### src/rtl/snes_multi_controller.sv
// snes_multi_controller
//   Polls NUM_PADS SNES controllers in parallel over a shared data_clk /
//   data_latch pair, one serial line per pad. Frames start either from the
//   free-running poll tick (AUTO_POLL=1) or from i_poll_now. Each completed
//   frame publishes the per-pad button words and presence flags together
//   with a one-cycle o_sample_valid strobe.
//
// Ports:
//   i_clk           system clock
//   i_rst           asynchronous, active-high reset
//   i_serial_in     per-pad serial data, active-low pressed
//   i_poll_now      request an immediate frame (ignored while busy)
//   o_data_clk      shared controller clock (idles high)
//   o_data_latch    shared controller latch
//   o_busy          high for the whole frame (LATCH and DATA)
//   o_button_state  pad p at [12p+11:12p], B,Y,SEL,START,U,D,L,R,A,X,L,R; active high
//   o_connected     per-pad presence from the last completed frame
//   o_sample_valid  one-cycle strobe when button_state/connected update
//   o_pressed_edge  (only with SNES_PRESS_EDGE_EN) new & ~old buttons,
//                   valid in the o_sample_valid cycle, 0 otherwise
//
// Optional feature macro: SNES_PRESS_EDGE_EN
module snes_multi_controller #(
  parameter int CLK_HZ    = 100000000,
  parameter int POLL_HZ   = 60,
  parameter int BIT_US    = 12,
  parameter int NUM_PADS  = 2,
  parameter int NUM_BITS  = 16,
  parameter int AUTO_POLL = 1
) (
  input  logic                     i_clk,
  input  logic                     i_rst,
  input  logic [NUM_PADS-1:0]      i_serial_in,
  input  logic                     i_poll_now,
  output logic                     o_data_clk,
  output logic                     o_data_latch,
  output logic                     o_busy,
  output logic [NUM_PADS*12-1:0]   o_button_state,
  output logic [NUM_PADS-1:0]      o_connected,
`ifdef SNES_PRESS_EDGE_EN
  output logic [NUM_PADS*12-1:0]   o_pressed_edge,
`endif
  output logic                     o_sample_valid
);

  localparam int BIT_CYC  = CLK_HZ / 1000000 * BIT_US;
  localparam int HALF     = BIT_CYC / 2;
  localparam int POLL_CYC = CLK_HZ / POLL_HZ;
  localparam int BW       = $clog2(BIT_CYC);
  localparam int PW       = $clog2(POLL_CYC);
  localparam int IW       = $clog2(NUM_BITS);

  localparam logic [BW-1:0] BIT_LAST  = BW'(BIT_CYC - 1);
  localparam logic [BW-1:0] SAMPLE_AT = BW'(HALF - 1);
  localparam logic [BW-1:0] HALF_CNT  = BW'(HALF);
  localparam logic [PW-1:0] POLL_LAST = PW'(POLL_CYC - 1);
  localparam logic [IW-1:0] IDX_LAST  = IW'(NUM_BITS - 1);
  localparam logic [IW-1:0] IDX_BTN   = IW'(12);

  typedef enum logic [1:0] {S_WAIT, S_LATCH, S_DATA} state_t;

  state_t          r_state;
  state_t          w_state_next;
  logic [PW-1:0]   r_poll_cnt;
  logic [BW-1:0]   r_bit_cnt;
  logic [IW-1:0]   r_bit_idx;
  logic            r_sample_valid;

  logic w_tick;
  logic w_req;
  logic w_bit_end;
  logic w_sample;
  logic w_frame_start;
  logic w_frame_end;

  assign w_tick        = (r_poll_cnt == POLL_LAST);
  // A tick and a poll_now in the same cycle collapse into one request.
  assign w_req         = ((AUTO_POLL != 0) && w_tick) || i_poll_now;
  assign w_bit_end     = (r_bit_cnt == BIT_LAST);
  assign w_sample      = (r_state == S_DATA) && (r_bit_cnt == SAMPLE_AT);
  assign w_frame_start = (r_state == S_WAIT) && w_req;
  // The last bit period runs to completion so every bit gets a full
  // data_clk low half; results are published at its end.
  assign w_frame_end   = (r_state == S_DATA) && w_bit_end && (r_bit_idx == IDX_LAST);

  // Free-running poll timebase, independent of frame activity.
  always_ff @(posedge i_clk or posedge i_rst) begin
    if (i_rst) begin
      r_poll_cnt <= '0;
    end else if (w_tick) begin
      r_poll_cnt <= '0;
    end else begin
      r_poll_cnt <= r_poll_cnt + 1'b1;
    end
  end

  always_ff @(posedge i_clk or posedge i_rst) begin
    if (i_rst) begin
      r_state <= S_WAIT;
    end else begin
      r_state <= w_state_next;
    end
  end

  always_comb begin
    w_state_next = r_state;
    o_data_clk   = 1'b1;
    o_data_latch = 1'b0;
    o_busy       = 1'b0;
    case (r_state)
      S_WAIT: begin
        if (w_req) w_state_next = S_LATCH;
      end
      S_LATCH: begin
        o_data_latch = 1'b1;
        o_busy       = 1'b1;
        if (w_bit_end) w_state_next = S_DATA;
      end
      S_DATA: begin
        o_busy     = 1'b1;
        o_data_clk = (r_bit_cnt < HALF_CNT);
        if (w_frame_end) w_state_next = S_WAIT;
      end
      default: w_state_next = S_WAIT;
    endcase
  end

  // Bit-period counter and bit index; both held at zero in WAIT so a new
  // frame always starts from a clean count.
  always_ff @(posedge i_clk or posedge i_rst) begin
    if (i_rst) begin
      r_bit_cnt <= '0;
      r_bit_idx <= '0;
    end else if (r_state == S_WAIT) begin
      r_bit_cnt <= '0;
      r_bit_idx <= '0;
    end else if (w_bit_end) begin
      r_bit_cnt <= '0;
      if (r_state == S_DATA) r_bit_idx <= r_bit_idx + 1'b1;
    end else begin
      r_bit_cnt <= r_bit_cnt + 1'b1;
    end
  end

  always_ff @(posedge i_clk or posedge i_rst) begin
    if (i_rst) begin
      r_sample_valid <= 1'b0;
    end else begin
      r_sample_valid <= w_frame_end;
    end
  end

  assign o_sample_valid = r_sample_valid;

  genvar gi;
  generate
    for (gi = 0; gi < NUM_PADS; gi++) begin : g_pad
      logic [11:0] r_shadow;
      logic        r_absent;
      logic [11:0] r_buttons;
      logic        r_conn;
      logic [11:0] w_new;

      assign w_new = r_absent ? 12'h000 : r_shadow;

      // Right shift with the inverted sample entering at the top: after
      // twelve samples bit k holds the k-th button.
      always_ff @(posedge i_clk or posedge i_rst) begin
        if (i_rst) begin
          r_shadow <= '0;
          r_absent <= 1'b0;
        end else if (w_frame_start) begin
          r_shadow <= '0;
          r_absent <= 1'b0;
        end else if (w_sample) begin
          if (r_bit_idx < IDX_BTN) begin
            r_shadow <= {~i_serial_in[gi], r_shadow[11:1]};
          end else if (!i_serial_in[gi]) begin
            r_absent <= 1'b1;
          end
        end
      end

      always_ff @(posedge i_clk or posedge i_rst) begin
        if (i_rst) begin
          r_buttons <= '0;
          r_conn    <= 1'b0;
        end else if (w_frame_end) begin
          r_buttons <= w_new;
          r_conn    <= ~r_absent;
        end
      end

      assign o_button_state[gi*12 +: 12] = r_buttons;
      assign o_connected[gi]             = r_conn;

`ifdef SNES_PRESS_EDGE_EN
      logic [11:0] r_edge;

      // A disconnected pad publishes zero buttons, so its edges vanish too.
      always_ff @(posedge i_clk or posedge i_rst) begin
        if (i_rst) begin
          r_edge <= '0;
        end else if (w_frame_end) begin
          r_edge <= w_new & ~r_buttons;
        end else begin
          r_edge <= '0;
        end
      end

      assign o_pressed_edge[gi*12 +: 12] = r_edge;
`endif
    end
  endgenerate

endmodule
### config.mk
export PLATFORM = sky130hd
export DESIGN_NAME = snes_multi_controller
export DESIGN_NICKNAME = d
export VERILOG_FILES = /design/src/rtl/snes_multi_controller.sv
export SDC_FILE = /design/constraint.sdc
export NUM_CORES = 1
export LEC_CHECK = 0
export BUFFER_PORTS_ARGS = -buffer_cell sky130_fd_sc_hd__buf_2
export CAP_MARGIN = 20
export CORE_ASPECT_RATIO = 1.1
export CORE_MARGIN = 5
export CORE_UTILIZATION = 45
export DETAILED_ROUTE_END_ITERATION = 12
export GPL_ROUTABILITY_DRIVEN = 0
export GPL_TIMING_DRIVEN = 0
export SKIP_LAST_GASP = 1
export SLEW_MARGIN = 20
export SYNTH_ARGS = -nofsm -noshare
export SYNTH_HDL_FRONTEND = slang
export SYNTH_SLANG_ARGS = --single-unit
### constraint.sdc
create_clock -name i_clk -period 6.53 [get_ports i_clk]
set_clock_uncertainty 0.15 [all_clocks]
set_input_delay 0 -clock i_clk [delete_from_list [all_inputs] [get_ports i_clk]]
set_output_delay 0 -clock i_clk [all_outputs]
set_load 0.02 [all_outputs]
==> results.cfg, run 1 <==
[power_and_ir_drop]
power_uw = 938
power_density_mw_per_mm2 = 195
vdd_ir_drop_max_mv = 0.0793
p_leak_uw = 0.00237

[cts]
clkTransAtPathRegs_ps = 90
cts_tree = built
cts_sinks = 91
cts-buffers-inserted = 9
cts_buffer_depth = 2
htreeDepth = 3
clk_latency_ps = 360
ctsResizeCount = 0
clockRootBuffer = clkbuf_8

[synth]
seq_area_frac_synth_pct = 53.7
syn-cell-area_sq_mm = 0.00424
yosys_warnings = 0
synth_top_cell_by_area = dfrtp_1
synth_cell_types = 42
ys_ff_latch = 91
synthFlopType = dfrtp_1
synth_edf_count = 0
async_flop_share_pct = 100
synth_nets = 406
synth_top_area_share_pct = 53.7
postSynthCellCount = 394
avgSynthCellArea_sq_um = 10.8
synth_area_leaders = dfrtp_1, mux2i_1, nor2_1

[floorplanning]
io-pin-count = 35
fp.dieW_microns = 103
rows = 37
initial_core_util_pct = 45.6
die-height_microns = 112
die-area_sq_mm = 0.0115
core_sq_mm = 0.00931

[routing]
dr.first_iter.drc_count = 72
routed-via-count = 2786
antenna_left = 0
dr.pass1.iters = 4
wl_per_cell_microns = 13.2
viasPerCell = 4.92
routed_wirelength_mm = 7.48
drcViolationCount = 0

[finish]
fin_util_pct = 51.7
area_delta_synth_final_pct = 13.5
drive_gt1_share_pct = 20.9
nets = 457
diodes = 0
final_area_sq_mm = 0.00481

[min_path]
hp-class = primary input to register
hold_depth = 4
holdPathEnd = g_pad[0].r_absent$_DFFE_PP0P_
hold_start = i_serial_in[0]

[place]
post_dp_cell_area_sq_mm = 0.00459
io_buffers = 34
hpwl_mm = 5.17

[setup_path]
path_delay_family = simple AND/OR/NAND/NOR gates
cp_data_required_time_ps = 6630
start_kind = register
r2r-end = g_pad[1].r_shadow[9]$_DFFE_PP0P_
path_buf_inv = 2
reg2reg_depth = 8
cp.arrival_ps = 2260
endpoint_kind = register
slowest_delay_ps = 400
crit_slowest_cell = dfrtp_1
timing.rr.start = r_state[0]$_DFFE_PP0P_
crit_fanout = 10
regToRegSetupSlack_ps = 4380
worstSetupPathType = register to register
path_cells = inv_1 -> ha_1 -> nand4bb_1 -> nor4_2 -> nand2_2 -> buf_6 -> mux2i_1 -> nor2_1

[timing]
worstMarginPinSlew_ps = 575
holdWs_ps = 310
rsz0062_at_grt = false
finalHoldViolations = 0
fin_tns_setup_ps = 0
slew_headroom_pct = 61.4
fmax_mhz = 465
period_minus_slack_ps = 2150
finalSetupViolations = 0
finalCritPeriodShare_pct = 32.9
slew_violations = 0

[status]
outcome = finished clean

[flow_run]
drv_cap = 0

[global_route]
grt-ovfl-total = 0
grt_max_degree = 71
grt_use_total_pct = 14.5
grt_pass1_wl_mm = 13.5
antenna_found_initial = 0
grt_pass1_vias = 2822
## how the worst max path moves through the flow
stage                            from                                end  slack [ps]  cells after the start
6_report       r_state[0]$_DFFE_PP0P_   g_pad[1].r_shadow[9]$_DFFE_PP0P_        4380                      8
5_1_grt        r_state[0]$_DFFE_PP0P_   g_pad[1].r_shadow[2]$_DFFE_PP0P_        4220                      8
4_1_cts        r_state[0]$_DFFE_PP0P_   g_pad[1].r_shadow[9]$_DFFE_PP0P_        4340                      8
3_5_place_dp   r_state[0]$_DFFE_PP0P_   g_pad[1].r_shadow[8]$_DFFE_PP0P_        4340                      8
3_3_place_gp                    i_rst  g_pad[0].r_buttons[6]$_DFFE_PP0P_        2850                      2
2_1_floorplan                   i_rst      g_pad[0].r_absent$_DFFE_PP0P_        4020                      1
## final cells by class
cell class | instances | area, sq um
multi-input cells | 276 | 1780
plain buffers | 19 | 151
clock inverters | 6 | 48.8
flip-flops and latches | 91 | 2280
clock buffers | 9 | 124
well taps | 117 | 146
repair buffers | 40 | 248
fillers | 884 | 4490
inverters | 8 | 35.0
## cells in the final DEF, fill, tap and decap left out, types with 3 or more instances in the layout
cell type / Yosys / final
dfrtp_1: 91 / 91
nor2_1: 59 / 59
nand2_1: 40 / 40
buf_2: 1 / 35
nand2b_1: 26 / 26
mux2i_1: 23 / 23
o21ai_2: 20 / 20
nand3_1: 15 / 15
xor2_1: 15 / 15
xnor2_1: 14 / 14
clkbuf_8: 0 / 9
buf_6: 8 / 8
inv_1: 8 / 7
and3_1: 7 / 7
ha_1: 7 / 7
o21ai_1: 6 / 6
clkbuf_1: 5 / 5
buf_4: 5 / 5
a21oi_1: 5 / 5
dlygate4sd3_1: 0 / 5
nand4_1: 4 / 4
o21ai_0: 3 / 3
inv_6: 0 / 3
clkinvlp_4: 0 / 3
## power breakdown
group	total, uW	switching [uW]	internal [uW]
registers	564	0.605	564
logic	26.8	17.4	9.37
clock network	347	207	139
total	938	225	712
## logic make-up after synthesis
logic type      synth area share (%)
simple gates                    21.0
flops                           53.7
buf+inv                         4.28
compound gates                  7.23
fa+ha+maj                       2.07
mux                             5.69
xor+xnor                        5.99
## registers in the layout, summed over array words and instances, names as in the netlist
| name | count |
|---|---|
| r_state | 2 |
| o_sample_valid | 1 |
| g_pad.r_absent | 2 |
| r_poll_cnt | 21 |
| g_pad.r_buttons | 24 |
| g_pad.r_conn | 2 |
| r_bit_idx | 4 |
| r_bit_cnt | 11 |
| g_pad.r_shadow | 24 |
## cells in the mapped netlist (2+ instances only)
cell / number
o21ba_2: 2
xnor2_1: 14
or2_1: 2
nand4b_1: 2
nand3_1: 15
nor2_1: 59
or2_0: 2
o21a_1: 2
nor3_1: 2
mux2i_1: 23
and3_1: 7
and4_1: 2
dfrtp_1: 91
nand4_1: 4
o21ai_2: 20
clkbuf_1: 5
o21ai_0: 3
nand2_1: 40
buf_6: 8
nand2b_1: 26
o21ai_1: 6
nor4_2: 2
inv_1: 8
nand3b_1: 2
nand4bb_1: 2
ha_1: 7
buf_4: 5
xor2_1: 15
a21oi_1: 5
## layer usage
layer,track usage (%),wire length (microns),up-vias
li1,-,-,1407
met1,20.7,3660,1333
met2,21.9,3420,38
met3,3.26,304,8
met4,4.46,97,0
met5,0,0,-
## what timing repair did
item,4_1_cts,5_1_grt
endpoints found under the hold margin,101,0
hold buffers,5,0
buffers inserted,0,0
## metrics by stage
step	std cells	setup slack, ps
finish	566	4380
global route	566	4220
CTS	566	4340
detailed placement	546	4340
global placement	545	2850
floorplan	394	4020
## worst min-delay path, cell delays in order
cell and delay (ps):
dlygate4sd3_1 520, buf_2 110, o21ba_2 130, nor2_1 30
(Power assumes the default switching activity.)
==> run 2: changes to the inputs <==
- clock period: 6.53 -> 2.2 ns (I/O delays scaled with it)
==> run 2 against run 1 <==
  * Critical path depth is 2 lower
  * Sequential share of layout area is 0.50 points lower
  * Setup slack worse by 4200 ps
  * Critical endpoint is now r_state[1]$_DFFE_PP0P_
  * Largest cell class unchanged
==> results.cfg, run 2 (synthesized netlist as in run 1, its figures left out) <==
[setup_path]
timing.rr.start = r_bit_cnt[0]$_DFF_PP0_
cp_data_required_time_ps = 2280
endpoint_kind = register
crit_fanout = 4
path_cells = ha_1 -> and3_2 -> nand3_1 -> a22o_1 -> o21ba_1 -> mux2_1
crit_start = r_bit_cnt[0]$_DFF_PP0_
path_buf_inv = 0
crit_slowest_cell = dfrtp_1
slowest_delay_ps = 390
path_delay_family = compound AO/OA/AOI/OAI gates
start_kind = register
cp.arrival_ps = 2140
worstSetupPathType = register to register

[routing]
dr.first_iter.drc_count = 67
dr.pass1.iters = 6
routed-via-count = 2776
antenna_left = 0
drcViolationCount = 0
wl_per_cell_microns = 13.2
viasPerCell = 4.88
routed_wirelength_mm = 7.53

[global_route]
grt_use_total_pct = 14.3
grt_pass1_vias = 2732
grt_max_degree = 34
grt_pass1_wl_mm = 13.2
grt-ovfl-total = 0
antenna_found_initial = 0

[cts]
htreeDepth = 3
cts_sinks = 91
cts_tree = built
clkTransAtPathRegs_ps = 90
cts-buffers-inserted = 9
clk_latency_ps = 350
cts_buffer_depth = 2
cts_setup_buffers = 0
clockRootBuffer = clkbuf_8

[floorplanning]
io-pin-count = 35
core_sq_mm = 0.00931
fp.dieW_microns = 103
die-height_microns = 112
initial_core_util_pct = 45.6
die-area_sq_mm = 0.0115
rows = 37

[finish]
layout_common_cells = dfrtp_1, nor2_1, nand2_1, buf_2, nand2b_1
diodes = 0
nets = 459
final_common_cell = dfrtp_1
final_area_sq_mm = 0.00486
area_delta_synth_final_pct = 14.7
drive_gt1_share_pct = 21.7
top_regs = g_pad.r_buttons x24, g_pad.r_shadow x24, r_poll_cnt x21
fin_util_pct = 52.3

[timing]
finalHoldViolations = 0
fin_tns_setup_ps = 0
finalCritPeriodShare_pct = 93.6
worstMarginPinSlew_ps = 562
rsz0062_at_grt = false
finalSetupViolations = 0
slew_headroom_pct = 62.2
period_minus_slack_ps = 2060
slew_violations = 0
fmax_mhz = 486
holdWs_ps = 310

[place]
io_buffers = 34
hpwl_mm = 5.25
post_dp_cell_area_sq_mm = 0.00462

[flow_run]
drv_cap = 0

[status]
outcome = finished clean

[min_path]
hp-class = primary input to register
hold_start = i_serial_in[0]

[power_and_ir_drop]
vdd_ir_drop_max_mv = 0.240
p_leak_uw = 0.00237
power_density_mw_per_mm2 = 573
## run 2: worst paths after layout
| path | end | slack (ps) | cells past startpoint |
|---|---|---|---|
| max | r_state[1]$_DFFE_PP0P_ | 140 | 6 |
| min | g_pad[0].r_absent$_DFFE_PP0P_ | 310 | 4 |
| max reg2reg | r_state[1]$_DFFE_PP0P_ | 140 | 6 |
| min reg2reg | r_bit_cnt[0]$_DFF_PP0_ | 320 | 1 |
| max in group asynchronous | g_pad[1].r_buttons[10]$_DFFE_PP0P_ | 860 | 5 |
| min in group asynchronous | g_pad[1].r_shadow[3]$_DFFE_PP0P_ | 600 | 4 |
## run 2: power by group
group | internal [uW] | leakage, uW | switching [uW]
Clock | 419 | 0.0000755 | 606
Sequential | 1670 | 0.00111 | 1.94
Combinational | 33.1 | 0.00119 | 53.0
## run 2: per-layer routing
| layer | track usage [%] | part of all wire (%) | up-vias |
|---|---|---|---|
| met5 | 0 | 0 | - |
| met2 | 21.9 | 45 | 42 |
| li1 | - | - | 1411 |
| met1 | 20.2 | 49 | 1314 |
| met4 | 3.94 | 1.2 | 0 |
| met3 | 3.63 | 4.5 | 9 |
## run 2: final cells by class
type	count	area [sq um]
clock inverters	6	47.5
multi-input cells	276	1800
fillers	864	4440
inverters	8	33.8
well taps	117	146
clock buffers	10	128
repair buffers	42	280
flip-flops and latches	91	2280
plain buffers	19	151
## run 2: timing repair
| action | in CTS | in global routing |
|---|---|---|
| hold buffers | 5 | 0 |
| pin swaps | 0 | 1 |
| hold endpoints to repair | 101 | 0 |
| gates cloned | 0 | 0 |
| resized for setup | 1 | 3 |
| setup endpoints to repair | 1 | 21 |
## run 2: worst min-delay path, cell delays in order
cell and delay (ps):
dlygate4sd3_1 520, buf_2 110, o21ba_2 130, nor2_1 30
## run 2: per-stage QoR
step	total power (uW)	setup slack (ps)	std cells
6_report	2790	141	569
5_1_grt	2920	4.85	569
4_1_cts	2840	23.4	569
3_5_place_dp	1790	1.83	548
3_3_place_gp	1780	62.3	545
2_1_floorplan	1760	254	394
